===== config.mk =====
export PLATFORM = sky130hd
export DESIGN_NAME = booth_r4_mul
export DESIGN_NICKNAME = d
export VERILOG_FILES = /design/src/rtl/booth_pkg.sv /design/src/rtl/booth_r4_enc.sv /design/src/rtl/booth_r4_mul.sv
export SDC_FILE = /design/constraint.sdc
export NUM_CORES = 1
export LEC_CHECK = 0
export ABC_AREA = 0
export CORE_MARGIN = 4
export CORE_UTILIZATION = 58
export CTS_CLUSTER_DIAMETER = 120
export DETAILED_ROUTE_END_ITERATION = 16
export GPL_TIMING_DRIVEN = 1
export HOLD_SLACK_MARGIN = 0.15
export PLACE_DENSITY = 0.85
export SYNTH_ARGS = -nofsm -noshare
export SYNTH_HDL_FRONTEND = slang
export SYNTH_SLANG_ARGS = --single-unit

===== constraint.sdc =====
create_clock -name clk -period 9.4 [get_ports clk]
set_input_delay 2.35 -clock clk [delete_from_list [all_inputs] [get_ports clk]]
set_output_delay 2.35 -clock clk [all_outputs]
set_load 0.005 [all_outputs]

===== src/rtl/booth_pkg.sv =====
// booth_pkg: shared state/digit types and the radix-4 digit decode table.
package booth_pkg;
  typedef enum logic [1:0] {
    IDLE = 2'd0,
    CALC = 2'd1,
    DONE = 2'd2
  } state_t;
  typedef logic signed [2:0] digit_t;
  // Each entry is {neg, two, zero}, indexed by the 3-bit overlapping multiplier group.
  localparam logic [2:0] ENC_TAB [8] = '{
    3'b001, 3'b000, 3'b000, 3'b010,
    3'b110, 3'b100, 3'b100, 3'b001
  };
endpackage


===== src/rtl/booth_r4_enc.sv =====
// booth_r4_enc: combinational radix-4 Booth group decode to {neg, two, zero}.
module booth_r4_enc
  import booth_pkg::*;
(
  input  logic [2:0] i_grp,
  output logic       o_neg,
  output logic       o_two,
  output logic       o_zero
);
  assign {o_neg, o_two, o_zero} = ENC_TAB[i_grp];
endmodule


===== src/rtl/booth_r4_mul.sv =====
// booth_r4_mul: sequential signed radix-4 Booth multiplier, GO/done handshake.
// Define BOOTH_EARLY_TERM_EN to finish as soon as the remaining multiplier digits are all zero.
module booth_r4_mul
  import booth_pkg::*;
#(
  parameter int WIDTH = 8,
  parameter int CNT_W = $clog2(WIDTH / 2) + 1
) (
  input  logic               clk,
  input  logic               RST,
  input  logic               GO,
  input  logic [WIDTH-1:0]   A,
  input  logic [WIDTH-1:0]   B,
  output logic [2*WIDTH-1:0] P,
  output logic               busy,
  output logic               done,
  output logic [1:0]         CS
);
  if (WIDTH < 4 || WIDTH % 2 != 0) begin : g_bad_width
    $error("booth_r4_mul: WIDTH must be even and >= 4");
  end
  state_t             r_cs, w_ns;
  logic [2*WIDTH-1:0] r_mcand, r_acc, r_p, w_mag, w_acc_nxt;
  logic [WIDTH:0]     r_mplr, w_mplr_nxt;
  logic [CNT_W-1:0]   r_cnt;
  logic               w_neg, w_two, w_zero, w_last, w_fin;
  booth_r4_enc u_enc (
    .i_grp  (r_mplr[2:0]),
    .o_neg  (w_neg),
    .o_two  (w_two),
    .o_zero (w_zero)
  );
  assign w_mag      = w_zero ? '0 : w_two ? r_mcand << 1 : r_mcand;
  assign w_acc_nxt  = r_acc + (w_neg ? -w_mag : w_mag);
  assign w_mplr_nxt = {{2{r_mplr[WIDTH]}}, r_mplr[WIDTH:2]};
  assign w_last     = r_cnt == CNT_W'(WIDTH / 2 - 1);
`ifdef BOOTH_EARLY_TERM_EN
  // An all-zero or all-one shifted multiplier only yields zero digits from here on.
  assign w_fin = w_last | ~|w_mplr_nxt | &w_mplr_nxt;
`else
  assign w_fin = w_last;
`endif
  always_comb begin
    w_ns = IDLE;
    case (r_cs)
      IDLE:    w_ns = GO ? CALC : IDLE;
      CALC:    w_ns = w_fin ? DONE : CALC;
      default: w_ns = IDLE;
    endcase
  end
  always_ff @(posedge clk) begin
    if (RST) begin
      r_cs    <= IDLE;
      r_mcand <= '0;
      r_mplr  <= '0;
      r_acc   <= '0;
      r_cnt   <= '0;
      r_p     <= '0;
    end else begin
      r_cs <= w_ns;
      if (r_cs == IDLE && GO) begin
        r_mcand <= {{WIDTH{A[WIDTH-1]}}, A};
        r_mplr  <= {B, 1'b0};
        r_acc   <= '0;
        r_cnt   <= '0;
      end else if (r_cs == CALC) begin
        r_acc   <= w_acc_nxt;
        r_mcand <= r_mcand << 2;
        r_mplr  <= w_mplr_nxt;
        r_cnt   <= r_cnt + CNT_W'(1);
        if (w_fin) r_p <= w_acc_nxt;
      end
    end
  end
  assign P    = r_p;
  assign CS   = r_cs;
  assign busy = r_cs == CALC || r_cs == DONE;
  assign done = r_cs == DONE;
endmodule


==> impl_metrics.tcl <==
set metrics [dict create \
    outcome "finished, final reports clean" \
    grt_setup_unrepaired "no" \
    vias 4010 \
    wire_per_inst_um 16.4 \
    worst-path-max-fanout 19 \
    switchingPower_w 0.000236 \
    totalWireLength_um 10500 \
    startpoint "r_mplr[2]$_SDFFE_PP0P_" \
    min_path_type "flip-flop to flip-flop" \
    drive_gt1_share_pct 5.52 \
    synth_top_area_share_pct 29.0 \
    ys_seq_area_share_pct 29.0 \
    synth.cell_area_um2 4280 \
    synthesis.nets 579 \
    skew_ns 0.00706 \
    worstMarginPinSlew_ns 0.847 \
    min_delay_path_depth 2 \
    period_share_pct 51.7 \
    cap_violations 0 \
    drtPass1Iterations 5 \
    final_common_cell "dfxtp_1" \
    ys.flop_type "dfxtp_1" \
    cp-end-kind "flip-flop" \
    yosys.area.top_type "dfxtp_1" \
    seqPwrFrac_pct 44.1 \
    final-max-slew-violation-count 0 \
    cts_tree "built" \
    reg2reg_to "r_acc[13]$_SDFFE_PP0P_" \
    synth_enable_flop_cells 0 \
    setup_viol 0 \
    cts_made_buffers 9 \
    ys_ff_latch 62 \
    power_frac_comb_pct 28.3 \
    critPathKind "flip-flop to flip-flop" \
    yosysWarnings 0 \
    post-dp-hpwl_um 7600 \
    cts.sinks 62 \
    synth_async_sr_flop_share_pct 0 \
    grt_pass1_vias 3685 \
    synth.distinct_cells 59 \
    hold_violations 0 \
    cp.arrival_ns 5.09 \
    avgSynthCellArea_um2 8.01 \
    vdd_drop_max_uv 109 \
    crit_path_end "r_acc[13]$_SDFFE_PP0P_" \
    cts_resized 0 \
    vias_per_cell 6.25 \
    ant_nets 0 \
    synth.area.top_cells "dfxtp_1 (29%), mux2i_1 (8.2%), ha_1 (7.0%), a21oi_1 (5.3%), nand2_1 (4.7%)" \
    timing.fmax_mhz 206 \
    postCtsSetupBuffers 0 \
    root_buffer "clkbuf_8" \
    cellLeakagePower_nw 1.78 \
    die_h_um 93.9 \
    place_congestion 0.928 \
    internal-power_w 0.000444 \
    nNetsFinal 585 \
    setup_tns_ns 0 \
    grt_pass1_wl_um 17700 \
    die_area_um2 8820 \
    cts_hold_buf 0 \
    drt_iter0_drc 327 \
    drc_errors 0 \
    core-area_um2 7210 \
    r2r.worst_path.cells 16 \
    switching_share_pct 34.7 \
    cp-start-kind "flip-flop" \
    postSynthCellCount 535 \
    fin_util_pct 66.1 \
    portBuffers 38 \
    diodes 0 \
    grt_max_degree 50 \
    max_slew_margin_pct 43.4 \
    clkPwrFrac_pct 27.5 \
    r2r-start "r_mplr[2]$_SDFFE_PP0P_" \
    grt.overflow.total 0 \
    power_density_nw_per_um2 143 \
    worstSkewPairLatency_ns 0.35 \
    area_delta_synth_final_pct 11.3 \
    antenna_found_initial 0 \
    start_util_pct 59.4 \
    rows 31 \
    io_pins 39 \
    r2r_slack_ns 4.54 \
    worst_ep_required_time_ns 9.63 \
    fp.dieW_um 93.9 \
    clk_path_buf_depth 2 \
    grt.total_usage_pct 25.2 \
    htree_num_levels 3 \
    fin_crit_ns 4.86 \
    clkSlewWorstSetupHoldPaths_ns 0.06 \
    mostFrequentLayoutCells "dfxtp_1 (62), nand2_1 (54), nor2_1 (46)" \
]
[routing by layer]
metal | vias to the layer above | routed length (µm) | track usage, % | part of all wire, %
li1 | 1946 | - | - | -
met1 | 1880 | 4450 | 31.3 | 42
met2 | 155 | 5100 | 41.3 | 48
met3 | 29 | 656 | 5.37 | 6.2
met4 | 0 | 344 | 11.9 | 3.3
met5 | - | 0 | 0 | 0
[worst max-delay path: stages, from the launching register on]
cell and delay (ns):
dfxtp_1 0.74, nor2b_1 0.71, a221o_1 0.26, nand2_1 0.07, ha_1 0.23, o221ai_2 0.13, or2_1 0.19, o21ai_0 0.09
a22oi_1 0.18, o21ai_0 0.17, ha_1 0.44, nand3_1 0.18, o32ai_1 0.48, o21bai_1 0.14, a21oi_1 0.29, mux2i_1 0.12
a311o_1 0.32
[stage by stage]
stage,cell area [µm²],power [W],instances,setup slack [ns],hold WS (ns)
after floorplan,4280,0.000449,535,5.51,0.436
after global placement,4630,0.000489,629,4.49,0.445
after detailed placement,4630,0.000495,629,4.39,0.452
after CTS,4770,0.000681,642,4.67,0.461
after global routing,4770,0.000720,642,4.02,0.486
final,4770,0.000681,642,4.54,0.459
[cells by family (layout without fill, tap and decap cells)]
logic type / Yosys count / in the layout / share of synthesized area [%]
and+or+nand+nor: 165 / 165 / 17.9
AOI/OAI and AO/OA: 151 / 151 / 24.4
buffers and inverters: 65 / 73 / 6.19
DFF: 62 / 62 / 29.0
muxes: 38 / 38 / 8.97
xor gates and xnor gates: 29 / 29 / 6.11
adders and majority gates: 25 / 25 / 7.48
[how the worst min path moves through the flow]
stage	start	to	slack, ns
2_1_floorplan	r_mplr[8]$_SDFFE_PP0P_	r_mplr[8]$_SDFFE_PP0P_	0.44
3_3_place_gp	P[3]$_SDFFE_PP0P_	P[3]$_SDFFE_PP0P_	0.44
3_5_place_dp	P[5]$_SDFFE_PP0P_	P[5]$_SDFFE_PP0P_	0.45
4_1_cts	P[5]$_SDFFE_PP0P_	P[5]$_SDFFE_PP0P_	0.46
5_1_grt	P[0]$_SDFFE_PP0P_	P[0]$_SDFFE_PP0P_	0.49
6_report	P[5]$_SDFFE_PP0P_	P[5]$_SDFFE_PP0P_	0.46
[power groups by stage]
stage / registers (W) / clock network (W) / logic (W)
finish: 0.000300 / 0.000187 / 0.000193
global route: 0.000302 / 0.000204 / 0.000214
CTS: 0.000299 / 0.000190 / 0.000191
detailed placement: 0.000305 / 0 / 0.000190
global placement: 0.000304 / 0 / 0.000185
floorplan: 0.000288 / 0 / 0.000161
[state kept, by name, indices dropped and copies added (netlist names)]
signal / count
P: 16
r_acc: 16
r_mcand: 16
r_mplr: 9
r_cnt: 3
CS: 2
[area by class of cell]
class,instances,area (µm²)
Multi-Input combinational cell,408,2780
Fill cell,608,2450
Sequential cell,62,1240
Timing Repair Buffer,43,418
Clock buffer,10,128
Tap cell,99,124
Inverter,17,63.8
Clock inverter,3,15.0
[cell usage after synthesis (7+ instances only)]
| master | count |
|---|---|
| xnor2_1 | 21 |
| xor2_1 | 7 |
| mux2i_1 | 35 |
| ha_1 | 24 |
| a221o_1 | 7 |
| a221oi_1 | 13 |
| inv_1 | 15 |
| dfxtp_1 | 62 |
| clkbuf_1 | 34 |
| a211oi_1 | 13 |
| nor2_1 | 46 |
| a21oi_1 | 45 |
| a31oi_1 | 7 |
| buf_1 | 7 |
| nand2_1 | 54 |
| nand4_1 | 8 |
| o21ai_0 | 19 |
| nor4_1 | 8 |
| nand3_1 | 15 |
(Power assumes the default switching activity.)
